`src/rtl/imem_loader_if.sv`:
```
// rtl/imem_loader_if.sv - byte-stream input and instruction-memory write bus of the loader
interface imem_loader_if #(
  parameter int ADDR_W = 8,
  parameter int DATA_W = 32
);
  logic              in_valid;
  logic [7:0]        in_data;
  logic              in_ready;
  logic              mem_we;
  logic [ADDR_W-1:0] mem_addr;
  logic [DATA_W-1:0] mem_wdata;

  // master: the loader, consuming bytes and driving memory writes
  modport master (
    input  in_valid, in_data,
    output in_ready, mem_we, mem_addr, mem_wdata
  );

  // slave: the byte source and the instruction memory
  modport slave (
    output in_valid, in_data,
    input  in_ready, mem_we, mem_addr, mem_wdata
  );
endinterface

```
`src/rtl/imem_loader.sv`:
```
// rtl/imem_loader.sv - assembles an MSB-first byte stream into words and writes them to instruction memory
module imem_loader #(
  parameter int ADDR_W = 8,
  parameter int DATA_W = 32
) (
  input  logic              clk,
  input  logic              rst_n,
  input  logic              start_i,
  input  logic [ADDR_W-1:0] base_addr_i,
  input  logic [ADDR_W:0]   length_i,
  input  logic              abort_i,
  imem_loader_if.master     bus,
  output logic              busy_o,
  output logic              done_o,
  output logic              err_o,
  output logic [ADDR_W:0]   word_count_o
);

  localparam int DEPTH = 1 << ADDR_W;

  typedef enum logic [1:0] {
    S_IDLE,
    S_RECV,
    S_WRITE,
    S_DONE
  } state_t;

  state_t              state_q, state_d;
  logic [ADDR_W-1:0]   addr_q, addr_d;
  logic [ADDR_W:0]     len_q, len_d;
  logic [DATA_W-1:0]   shift_q, shift_d;
  logic [1:0]          byte_cnt_q, byte_cnt_d;
  logic [ADDR_W:0]     word_cnt_q, word_cnt_d;
  logic                err_q, err_d;
  logic [ADDR_W-1:0]   last_addr_q, last_addr_d;
  logic [DATA_W-1:0]   last_data_q, last_data_d;

  logic                in_ready;
  logic                mem_we;
  logic                busy;
  logic                done;
  logic [ADDR_W+1:0]   end_addr;
  logic [ADDR_W:0]     word_cnt_inc;

  assign end_addr     = {2'b00, base_addr_i} + {1'b0, length_i};
  assign word_cnt_inc = word_cnt_q + (ADDR_W+1)'(1);

  always_comb begin
    state_d     = state_q;
    addr_d      = addr_q;
    len_d       = len_q;
    shift_d     = shift_q;
    byte_cnt_d  = byte_cnt_q;
    word_cnt_d  = word_cnt_q;
    err_d       = err_q;
    last_addr_d = last_addr_q;
    last_data_d = last_data_q;
    in_ready    = 1'b0;
    mem_we      = 1'b0;
    busy        = 1'b0;
    done        = 1'b0;

    case (state_q)
      S_IDLE: begin
        // abort wins over a coincident start
        if (start_i && !abort_i) begin
          addr_d     = base_addr_i;
          len_d      = length_i;
          shift_d    = '0;
          byte_cnt_d = '0;
          word_cnt_d = '0;
          err_d      = 1'b0;
          if (length_i == '0 || end_addr > (ADDR_W+2)'(DEPTH)) begin
            err_d   = 1'b1;
            state_d = S_DONE;
          end else begin
            state_d = S_RECV;
          end
        end
      end

      S_RECV: begin
        in_ready = 1'b1;
        busy     = 1'b1;
        if (abort_i) begin
          err_d   = 1'b1;
          state_d = S_IDLE;
        end else if (bus.in_valid) begin
          shift_d    = {shift_q[DATA_W-9:0], bus.in_data};
          byte_cnt_d = byte_cnt_q + 2'd1;
          if (byte_cnt_q == 2'd3) begin
            state_d = S_WRITE;
          end
        end
      end

      S_WRITE: begin
        busy = 1'b1;
        if (abort_i) begin
          err_d   = 1'b1;
          state_d = S_IDLE;
        end else begin
          mem_we      = 1'b1;
          word_cnt_d  = word_cnt_inc;
          last_addr_d = addr_q;
          last_data_d = shift_q;
          if (word_cnt_inc == len_q) begin
            state_d = S_DONE;
          end else begin
            // the last word never increments, so the address cannot wrap
            addr_d     = addr_q + (ADDR_W)'(1);
            byte_cnt_d = '0;
            state_d    = S_RECV;
          end
        end
      end

      S_DONE: begin
        done    = 1'b1;
        state_d = S_IDLE;
      end

      default: begin
        state_d = S_IDLE;
      end
    endcase
  end

  always_ff @(posedge clk or negedge rst_n) begin
    if (!rst_n) begin
      state_q     <= S_IDLE;
      addr_q      <= '0;
      len_q       <= '0;
      shift_q     <= '0;
      byte_cnt_q  <= '0;
      word_cnt_q  <= '0;
      err_q       <= 1'b0;
      last_addr_q <= '0;
      last_data_q <= '0;
    end else begin
      state_q     <= state_d;
      addr_q      <= addr_d;
      len_q       <= len_d;
      shift_q     <= shift_d;
      byte_cnt_q  <= byte_cnt_d;
      word_cnt_q  <= word_cnt_d;
      err_q       <= err_d;
      last_addr_q <= last_addr_d;
      last_data_q <= last_data_d;
    end
  end

  // Bus shows the live word only while writing; otherwise it holds the last write.
  assign bus.in_ready  = in_ready;
  assign bus.mem_we    = mem_we;
  assign bus.mem_addr  = mem_we ? addr_q  : last_addr_q;
  assign bus.mem_wdata = mem_we ? shift_q : last_data_q;

  assign busy_o        = busy;
  assign done_o        = done;
  assign err_o         = err_q;
  assign word_count_o  = word_cnt_q;

endmodule

```
`src/flat_wrapper.sv`:
```
// flat-port wrapper written by rule: the top's interface ports become plain ports
module imem_loader_flat 
#(
  parameter int ADDR_W = 8,
  parameter int DATA_W = 32
)
  (clk, rst_n, start_i, base_addr_i, length_i, abort_i, busy_o, done_o, err_o, word_count_o, bus_in_valid, bus_in_data, bus_in_ready, bus_mem_we, bus_mem_addr, bus_mem_wdata);
  imem_loader_if #(.ADDR_W(ADDR_W), .DATA_W(DATA_W)) bus_i ();
  input  logic clk;
  input  logic rst_n;
  input  logic start_i;
  input  logic [ADDR_W-1:0] base_addr_i;
  input  logic [ADDR_W:0] length_i;
  input  logic abort_i;
  output logic busy_o;
  output logic done_o;
  output logic err_o;
  output logic [ADDR_W:0] word_count_o;
  input wire logic [$bits(bus_i.in_valid)-1:0] bus_in_valid;
  input wire logic [$bits(bus_i.in_data)-1:0] bus_in_data;
  output wire logic [$bits(bus_i.in_ready)-1:0] bus_in_ready;
  output wire logic [$bits(bus_i.mem_we)-1:0] bus_mem_we;
  output wire logic [$bits(bus_i.mem_addr)-1:0] bus_mem_addr;
  output wire logic [$bits(bus_i.mem_wdata)-1:0] bus_mem_wdata;
  assign bus_i.in_valid = bus_in_valid;
  assign bus_i.in_data = bus_in_data;
  assign bus_in_ready = bus_i.in_ready;
  assign bus_mem_we = bus_i.mem_we;
  assign bus_mem_addr = bus_i.mem_addr;
  assign bus_mem_wdata = bus_i.mem_wdata;
  imem_loader #(.ADDR_W(ADDR_W), .DATA_W(DATA_W)) u_core (.clk(clk), .rst_n(rst_n), .start_i(start_i), .base_addr_i(base_addr_i), .length_i(length_i), .abort_i(abort_i), .bus(bus_i), .busy_o(busy_o), .done_o(done_o), .err_o(err_o), .word_count_o(word_count_o));
endmodule
```
`config.mk`:
```
export PLATFORM = sky130hd
export DESIGN_NAME = imem_loader_flat
export DESIGN_NICKNAME = d
export VERILOG_FILES = /design/src/rtl/imem_loader_if.sv /design/src/rtl/imem_loader.sv /design/src/flat_wrapper.sv
export SDC_FILE = /design/constraint.sdc
export NUM_CORES = 1
export LEC_CHECK = 0
export ABC_CLOCK_PERIOD_IN_PS = 3700
export BUFFER_PORTS_ARGS = -buffer_cell sky130_fd_sc_hd__buf_2
export CORE_MARGIN = 10
export CORE_UTILIZATION = 30
export CTS_CLUSTER_SIZE = 16
export DETAILED_ROUTE_END_ITERATION = 12
export GPL_TIMING_DRIVEN = 1
export PLACE_DENSITY = 0.56
export SYNTH_ARGS = -nofsm -noshare
export SYNTH_HDL_FRONTEND = slang
export SYNTH_SLANG_ARGS = --single-unit
```
`constraint.sdc`:
```
create_clock -name clk -period 3.7 [get_ports clk]
set_input_delay 0.74 -clock clk [delete_from_list [all_inputs] [get_ports clk]]
set_output_delay 0.74 -clock clk [all_outputs]
set_load 0.05 [all_outputs]
```
==> results of run 1 <==
[registers in the layout, indices dropped and copies added (netlist names)]
register	cells
u_core.addr_q	8
u_core.byte_cnt_q	2
u_core.last_addr_q	8
u_core.last_data_q	32
u_core.state_q	2
u_core.len_q	9
u_core.shift_q	32
u_core.err_o	1
u_core.word_count_o	9
[cells in the mapped netlist, drive strengths merged, types with 2 or more instances]
cell and n:
mux2 51, a22o 39, o31a 2, a21oi 12
and2 5, nor4 4, nand2b 3, and3 7
a2111oi 2, a31oi 8, xor2 9, o21ai 13
nand4 4, a21o 11, nand3b 2, o211ai 4
xnor2 9, o22ai 2, dfrtp 103, buf 8
inv 17, nand3 8, or3 4, o21a 3
nor3 9, nand2 21, ha 16, mux2i 3
o31ai 2, nor2 14, nand4b 2, clkbuf 20
a221oi 2, nor2b 7
[kinds of logic (layout without fill, tap and decap cells)]
| kind of cell | count (synthesis) | after routing | share of synthesized area (%) |
|---|---|---|---|
| AOI/OAI and AO/OA | 107 | 107 | 16.3 |
| xor gates and xnor gates | 18 | 18 | 3.21 |
| adders and majority gates | 17 | 17 | 4.27 |
| buffers and inverters | 45 | 122 | 3.72 |
| DFF | 103 | 103 | 50.0 |
| muxes | 54 | 54 | 11.8 |
| and+or+nand+nor | 97 | 97 | 10.7 |
[final cells by class]
class | instances | area (µm²)
fill | 1655 | 10600
sequential | 103 | 2580
multi-input combinational | 293 | 2390
timing repair buffer | 89 | 488
tap | 220 | 275
clock buffer | 9 | 225
clock inverter | 7 | 91.3
inverter | 17 | 63.8
[routing by layer]
metal | global-route usage (%) | share of wire [%] | wire length [µm] | vias up
li1 | - | - | - | 1767
met1 | 15.2 | 47 | 6100 | 1832
met2 | 18.5 | 48 | 6240 | 84
met3 | 2.36 | 3.3 | 430 | 19
met4 | 4.96 | 2.2 | 293 | 0
met5 | 0 | 0 | 0 | -
[final timing paths]
kind                                         from                      to  slack, ns
max                             u_core.state_q[0]       bus_mem_wdata[15]       0.84
min                                         rst_n       u_core.state_q[1]       0.42
max reg2reg                u_core.word_count_o[0]        u_core.addr_q[1]       0.99
min reg2reg                u_core.last_data_q[11]  u_core.last_data_q[11]       0.49
max in group asynchronous                   rst_n        u_core.addr_q[2]       2.54
min in group clk           u_core.last_data_q[11]  u_core.last_data_q[11]       0.49
[stage by stage]
stage | utilization (%) | std cells | setup slack (ns) | hold slack, ns | cell area, µm²
6_report | 36.6 | 738 | 0.836 | 0.422 | 6110
5_1_grt | 36.6 | 738 | 0.732 | 0.471 | 6110
4_1_cts | 36.6 | 738 | 0.799 | 0.442 | 6110
3_5_place_dp | 34.7 | 722 | 0.726 | 0.481 | 5800
3_3_place_gp | 34.7 | 722 | 0.845 | 0.476 | 5800
2_1_floorplan | - | 441 | 0.492 | 0.444 | 5150
[layout by cell type (no fill, tap or decap), drive strengths merged, types with 3 or more instances in the layout]
| cell type | Yosys | routed |
|---|---|---|
| buf | 8 | 89 |
| dfrtp | 103 | 103 |
| mux2i | 3 | 3 |
| o21ai | 13 | 13 |
| inv | 17 | 19 |
| nand4 | 4 | 4 |
| or3 | 4 | 4 |
| a31oi | 8 | 8 |
| o211ai | 4 | 4 |
| o21a | 3 | 3 |
| nor2 | 14 | 14 |
| xor2 | 9 | 9 |
| nor3 | 9 | 9 |
| a21o | 11 | 11 |
| clkinv | 0 | 3 |
| nand2b | 3 | 3 |
| mux2 | 51 | 51 |
| nand2 | 21 | 21 |
| a22o | 39 | 39 |
| and2 | 5 | 5 |
| clkbuf | 20 | 9 |
| a21oi | 12 | 12 |
| nor2b | 7 | 7 |
| xnor2 | 9 | 9 |
| nor4 | 4 | 4 |
| ha | 16 | 16 |
| and3 | 7 | 7 |
| nand3 | 8 | 8 |
[report_power, final]
| group | total (µW) | internal, µW | switching (µW) |
|---|---|---|---|
| Sequential | 1710 | 1460 | 251 |
| Clock | 995 | 540 | 455 |
| Combinational | 2020 | 685 | 1330 |
==> run metrics, run 1 <==
status completed; Async S/R FF share, synth 100%; Avg Synthesized Cell Area 11.7 µm²; antenna-violating nets left 0; Final Hold Viols 0; critical-path cell list inv_1, ha_1, nor2b_4, buf_12, mux2_2, buf_2; CTS resizes 0; Crit path depth 6; Skew-Pair Late Insertion Delay 0.35 ns; leakage power 0.00300 µW; setup TNS 0 ns; vias in the first global route 3,859; sequential element share of the synthesized area 50.0%; Site Rows 47; first-pass GRT wire length 21,000 µm; top cells by area, synth dfrtp_1, mux2_2, a22o_1; drt drc 0; post-CTS setup buffer count 0; Die Wd 151 µm; unrepaired setup endpoints after global routing false; Crit Path Max Fanout 43; CTS tree done; Via density 5.02; Worst setup SP type flop; Worst Hold Class input pin to async pin; Critical Path End Type output pin; initial antenna violation count 0; Yosys top cell area share 50.0%; Critical Path AT 2.12 ns; Max VDD drop 0.000657 V; Clock Skew 0.00706 ns; top achievable clock speed 349 MHz; Initial DRC Count 256; WS Path Type flop to output pin; Min Clock Period, post-route 2.86 ns; Synth Warn # 0; Max-slew headroom 55.5%; CP required 2.96 ns; Max Slew Vio Count 0; Vias 3,702; total clock sinks 103; worst-case reg-to-reg path depth 8; Tot GR Track Use 11.7%; fin crit share 77.4%; Worst path top cell family by delay buffers and inverters; starting density of the core 30.9%; number of CTS-inserted buffers 9; overall power 4720 µW; cts-stage hold buffer count 0; Synth Instances 441; final WL 13,100 µm; total die area 22,800 µm²; core area 16,700 µm²; Layout area overhead 18.6%; gr ovfl total 0; Worst-Margin Slew 0.667 ns; Post-DP HPWL 9460 µm; DR pass1 iterations 4; H-tree levels 3; I/O pins 84; wire per inst 17.7 µm; critical path's slowest cell dfrtp_1; number of synthesized flops with an enable pin 0; max_cap viols 0; Clock Tree Root clkbuf_16; PD cells 773 nW/µm²; Post-synth top flop dfrtp_1; Clk pin slew, worst setup/hold paths 0.07 ns; CP peak stage delay 0.43 ns; pin count of the biggest net entering global routing 57; buffer depth of the longest clock path 2; diodes inserted 0; syn nets 488; mapped cell area 5150 µm²; library cells used by synthesis 65; layout cell share with drive strength beyond 1 33.0%; final setup violation count 0; Buf/Inv on CP 3; GP Congestion 0.882; IO buf count 83; Synth Register Bits 103; dominant cell type by area after synthesis dfrtp_1; Die H 151 µm; fin nets 560
Power figures use the tool's default switching activity.
==> run 2, diff against run 1 <==
--- a/config.mk
+++ b/config.mk
@@ -5,7 +5,8 @@
 export SDC_FILE = /design/constraint.sdc
 export NUM_CORES = 1
 export LEC_CHECK = 0
-export ABC_CLOCK_PERIOD_IN_PS = 3700
+export ABC_AREA = 1
+export ABC_CLOCK_PERIOD_IN_PS = 2800
 export BUFFER_PORTS_ARGS = -buffer_cell sky130_fd_sc_hd__buf_2
 export CORE_MARGIN = 10
 export CORE_UTILIZATION = 30
==> constraint.sdc (replaced) <==
create_clock -name clk -period 2.8 [get_ports clk]
set_input_delay 0.56 -clock clk [delete_from_list [all_inputs] [get_ports clk]]
set_output_delay 0.56 -clock clk [all_outputs]
set_load 0.05 [all_outputs]
==> run metrics, run 2 <==
Final Hold Viols 0 (unchanged); WS Path Type flop to output pin; Post-synth top flop dfrtp_1; top flop regs u_core.last_data_q: 32 flops, u_core.shift_q: 32 flops; Worst setup SP type flop; initial antenna violation count 0 (unchanged); fin nets 733 (+31%); drt drc 0 (unchanged); number of CTS-inserted buffers 9 (unchanged); Site Rows 47 (unchanged); Synth Warn # 0 (unchanged); max_cap viols 0 (unchanged); most frequent cells in the layout nand2_1, dfrtp_1, inv_1; Synth Instances 599 (+36%); Synth Register Bits 103 (unchanged); Via density 4.52 (-9.8%); top achievable clock speed 383 MHz; post-CTS setup buffer count 0 (unchanged); core area 16,500 µm² (-1.1%); IO buf count 83 (unchanged); Critical Path End Type output pin; fin crit share 93.3%; Reg2Reg Setup Slack 0.61 ns (-0.38 ns); Vias 4,122 (+11%); pin count of the biggest net entering global routing 61 (+7.0%); antenna-violating nets left 0 (unchanged); Clock Tree Root clkbuf_16; unrepaired setup endpoints after global routing false; I/O pins 84 (unchanged); Post-DP HPWL 9610 µm (+1.6%); Clock Skew 0.00954 ns (+0.00248 ns); CTS tree done; Initial DRC Count 302 (+18%); Min Clock Period, post-route 2.61 ns; wire per inst 14.5 µm (-18%); critical-path cell list inv_1, ha_1, inv_1, nor2_4, inv_4, buf_8, nand2_1, o21ai_4, clkbuf_4; worst-case reg-to-reg path depth 9 (+1); R2R Path End u_core.word_count_o[6]; Die Wd 149 µm (-1.1%); PD cells 970 nW/µm² (+26%); vias in the first global route 4,159 (+7.8%); syn nets 646 (+32%); critical path's slowest cell dfrtp_1; GP Congestion 0.808 (-8.4%); starting density of the core 30.4% (-0.45 points); most frequent CP cell inv_1; final WL 13,200 µm (+1.3%); Tot GR Track Use 12.0% (+0.28 points); Async S/R FF share, synth 100% (unchanged); most common cell after layout, fill and taps aside nand2_1; Avg Synthesized Cell Area 8.39 µm² (-28%); most frequent cell after synthesis nand2_1; synth cell count leaders nand2_1, dfrtp_1, inv_1; H-tree levels 3 (unchanged); Yosys top cell area share 51.3% (+1.3 points); CP required 2.24 ns (-0.72 ns); Worst path top cell family by delay buffers and inverters; sequential element share of the synthesized area 51.3% (+1.3 points); setup TNS 0 ns (unchanged); Worst-Margin Slew 0.724 ns (+0.0568 ns); Max Slew Vio Count 0 (unchanged); Skew-Pair Late Insertion Delay 0.35 ns (about the same); Die H 149 µm (-1.1%); library cells used by synthesis 32 (-51%); Layout area overhead 28.1%; Max-slew headroom 51.6% (-4.0 points); layout cell share with drive strength beyond 1 25.2% (-7.8 points); Critical Path AT 2.05 ns (-0.07 ns); gr ovfl total 0 (unchanged); Worst Hold Class input pin to async pin; Max VDD drop 0.000658 V (+0.16%); overall power 6240 µW (+32%); total clock sinks 103 (unchanged); number of synthesized flops with an enable pin 0 (unchanged); buffer depth of the longest clock path 2 (unchanged); status completed; first-pass GRT wire length 21,600 µm (+2.5%); CP peak stage delay 0.40 ns (-0.03 ns); Clk pin slew, worst setup/hold paths 0.07 ns (about the same); dominant cell type by area after synthesis dfrtp_1; final setup violation count 0 (unchanged); diodes inserted 0 (unchanged); reg2reg start u_core.state_q[0]; Buf/Inv on CP 5 (+2); leakage power 0.00315 µW (+4.9%); Crit Path Max Fanout 21 (-51%); top cells by area, synth dfrtp_1, nand2_1, o21ai_0; DR pass1 iterations 4 (unchanged); mapped cell area 5020 µm² (-2.5%); total die area 22,300 µm² (-2.2%)
## run 2: changes by cell type after synthesis, moves of 9 or more
cell	previous run	this run
a21o_1	10	1
a22o_1	39	0
inv_1	17	95
mux2_2	49	0
nand2_1	20	143
nand3_1	6	48
o21ai_0	12	73
o22ai_1	2	26
## run 2: worst max-delay path by stage
stage                     slack, ns               to               from  cells past startpoint
after detailed placement       0.44  bus_mem_addr[1]  u_core.state_q[0]                      9
after CTS                      0.04  bus_mem_addr[1]  u_core.state_q[0]                      9
final                          0.19  bus_mem_addr[1]  u_core.state_q[0]                      9
after global placement         0.49  bus_mem_addr[4]  u_core.state_q[0]                      9
after global routing           0.01  bus_mem_addr[1]  u_core.state_q[0]                      9
after floorplan                0.09  bus_mem_addr[7]  u_core.state_q[0]                      8
## run 2: layer usage
layer  track usage [%]  wire length (µm)  up-vias
met1              16.0              6370     1925
met5                 0                 0        -
met3              1.97               508       14
met2              18.8              6120       67
met4              4.91               238        0
li1                  -                 -     2116
## run 2: cells by family (layout without fill, tap and decap cells)
kind of cell / Yosys count / in the layout / synth area share (%)
AND/OR/NAND/NOR: 231 / 231 / 19.8
AO/OA/AOI/OAI: 120 / 120 / 13.7
buffers and inverters: 117 / 209 / 8.92
flip-flops: 103 / 103 / 51.3
adder cells (fa/ha/maj): 17 / 17 / 4.38
XOR/XNOR: 11 / 11 / 1.92
## run 2: final cells by class
class / instances / area, µm²
fill: 1692 / 10100
multi-input combinational: 379 / 2230
sequential: 103 / 2580
tap: 220 / 275
clock buffer: 9 / 225
inverter: 98 / 370
timing repair buffer: 95 / 669
clock inverter: 7 / 83.8
## run 2: stage by stage
stage | util, % | setup WS, ns | hold WS, ns | std cells | instance area, µm²
floorplan | - | 0.0918 | 0.264 | 599 | 5260
global placement | 36.2 | 0.485 | 0.449 | 893 | 5980
detailed placement | 36.2 | 0.437 | 0.456 | 893 | 5980
CTS | 38.1 | 0.0417 | 0.218 | 909 | 6290
global route | 38.9 | 0.0143 | 0.237 | 911 | 6430
finish | 38.9 | 0.189 | 0.201 | 911 | 6430
## run 2: timing repair
item / 4_1_cts / 5_1_grt
gates resized for setup: 0 / 43
hold buffers: 0 / 0
endpoints found under the setup margin: 0 / 37
## run 2: power by group
group	internal [µW]	total [µW]	switching, µW
logic	864	2900	2030
registers	1830	2010	183
clock network	715	1330	617
==> run 3, diff against run 2 <==
--- a/config.mk
+++ b/config.mk
@@ -6,14 +6,15 @@
 export NUM_CORES = 1
 export LEC_CHECK = 0
 export ABC_AREA = 1
-export ABC_CLOCK_PERIOD_IN_PS = 2800
 export BUFFER_PORTS_ARGS = -buffer_cell sky130_fd_sc_hd__buf_2
+export CELL_PAD_IN_SITES_DETAIL_PLACEMENT = 1
+export CELL_PAD_IN_SITES_GLOBAL_PLACEMENT = 2
 export CORE_MARGIN = 10
 export CORE_UTILIZATION = 30
 export CTS_CLUSTER_SIZE = 16
 export DETAILED_ROUTE_END_ITERATION = 12
 export GPL_TIMING_DRIVEN = 1
-export PLACE_DENSITY = 0.56
+export PLACE_DENSITY = 0.81
 export SYNTH_ARGS = -nofsm -noshare
 export SYNTH_HDL_FRONTEND = slang
 export SYNTH_SLANG_ARGS = --single-unit
==> constraint.sdc (replaced) <==
create_clock -name clk -period 2.8 [get_ports clk]
set_input_delay 0.56 -clock clk [delete_from_list [all_inputs] [get_ports clk]]
set_output_delay 0.56 -clock clk [all_outputs]
set_load 0.005 [all_outputs]
==> run metrics, run 3 (same netlist as run 2, synthesis figures left out) <==
Final Hold Viols 0 (unchanged); Reg2Reg Setup Slack 0.36 ns (-0.25 ns); Clock Tree Root clkbuf_16; dpl ws 0.386 ns (-0.0508 ns); number of CTS-inserted buffers 9 (unchanged); final setup violation count 0 (unchanged); Max Slew Vio Count 0 (unchanged); Skew-Pair Late Insertion Delay 0.36 ns (about the same); I/O pins 84 (unchanged); CTS resizes 0 (unchanged); Critical Path End Type output pin; total clock sinks 103 (unchanged); CTS tree done; GP Congestion 0.788 (-2.5%); cell area after layout 6040 µm² (-6.1%); Critical Path AT 2.14 ns (+0.09 ns); most frequent cells in the layout nand2_1, dfrtp_1, inv_1; Layout area overhead 20.2%; initial antenna violation count 0 (unchanged); diodes inserted 0 (unchanged); Die Wd 149 µm (unchanged); PD cells 878 nW/µm² (-9.5%); vias in the first global route 4,738 (+14%); status completed; Crit Path Max Fanout 81 (+290%); PnR worst setup slack 0.104 ns (-0.0853 ns); Worst-Margin Slew 0.933 ns (+0.209 ns); Worst setup SP type flop; pin count of the biggest net entering global routing 82 (+34%); Clk pin slew, worst setup/hold paths 0.08 ns (about the same); leakage power 0.00305 µW (-3.2%); IO buf count 83 (unchanged); WS Path Type flop to output pin; Site Rows 47 (unchanged); cts-stage hold buffer count 0 (unchanged); Die H 149 µm (unchanged); Max-slew headroom 37.8% (-14 points); Clock Skew 0.0105 ns (+0.000936 ns); Tot GR Track Use 13.5% (+1.6 points); max_cap viols 0 (unchanged); Initial DRC Count 217 (-28%); fin nets 731 (-0.27%); worst hold margin 0.286 ns (+0.0846 ns); top achievable clock speed 371 MHz (-3.2%); antenna-violating nets left 0 (unchanged); core area 16,500 µm² (unchanged); unrepaired setup endpoints after global routing true; drt drc 0 (unchanged); fin crit share 96.3% (+3.0 points); wire per inst 16.0 µm (+10%); CP required 2.24 ns (about the same); final WL 14,600 µm (+10%); Vias 4,256 (+3.3%); worst-case reg-to-reg path depth 10 (+1); first-pass GRT wire length 24,600 µm (+14%); layout cell share with drive strength beyond 1 19.2% (-6.0 points); gr ovfl total 0 (unchanged); Post-DP HPWL 11,200 µm (+16%); top flop regs u_core.last_data_q: 32 flops, u_core.shift_q: 32 flops; H-tree levels 3 (unchanged); total die area 22,300 µm² (unchanged); DR pass1 iterations 4 (unchanged); starting density of the core 30.4% (unchanged); DP Area 5740 µm² (-4.1%); Filler cells 1,981 (+17%); post-CTS setup buffer count 0 (unchanged); buffer depth of the longest clock path 2 (unchanged); Max VDD drop 0.000350 V (-47%); most common cell after layout, fill and taps aside nand2_1; Final Util 36.5% (-2.4 points); Min Clock Period, post-route 2.70 ns (+0.0853 ns); Via density 4.68 (+3.5%); Worst Hold Class input pin to async pin
run 3: layout make-up:
type,instances,area (µm²),area share (%)
clock inverters,5,45.0,0.746
multi-input cells,379,2000,33.2
clock buffers,11,253,4.19
repair buffers,93,518,8.58
inverters,98,368,6.09
well taps,220,275,4.56
flip-flops and latches,103,2580,42.7
run 3: metal layers:
metal / share of wire (%) / GRT usage [%] / vias to the layer above
li1: - / - / 2105
met1: 46 / 16.9 / 2081
met2: 50 / 23.6 / 55
met3: 2.3 / 1.88 / 15
met4: 1.3 / 3.88 / 0
met5: 0 / 0 / -
run 3: report_power, final:
part	switching (µW)	total, µW	internal, µW	leakage, µW
combinational	1300	2000	701	0.00152
clock	607	1280	669	0.000145
sequential	190	2020	1830	0.00138
run 3: final timing paths:
path | to | from
min | u_core.len_q[3] | rst_n
min in group clk | u_core.shift_q[4] | bus_in_data[4]
min reg2reg | u_core.len_q[4] | u_core.len_q[4]
max in group asynchronous | u_core.shift_q[6] | rst_n
max reg2reg | u_core.shift_q[1] | u_core.state_q[0]
max | bus_mem_wdata[15] | u_core.state_q[0]
run 3: worst max-delay path, stage by stage, from the launching register on:
cell     delay (ns)
dfrtp_1        0.41
inv_1          0.12
ha_1           0.18
inv_1          0.07
nor2_2         0.19
inv_2          0.07
buf_12         0.18
o21ai_0        0.33
buf_2          0.19
run 3: through the flow:
step | setup TNS [ns] | cells | total power (µW)
after floorplan | 0 | 599 | 3330
after global placement | 0 | 893 | 3990
after detailed placement | 0 | 893 | 4090
after CTS | 0 | 909 | 5400
after global routing | -0.115 | 909 | 5750
final | 0 | 909 | 5300
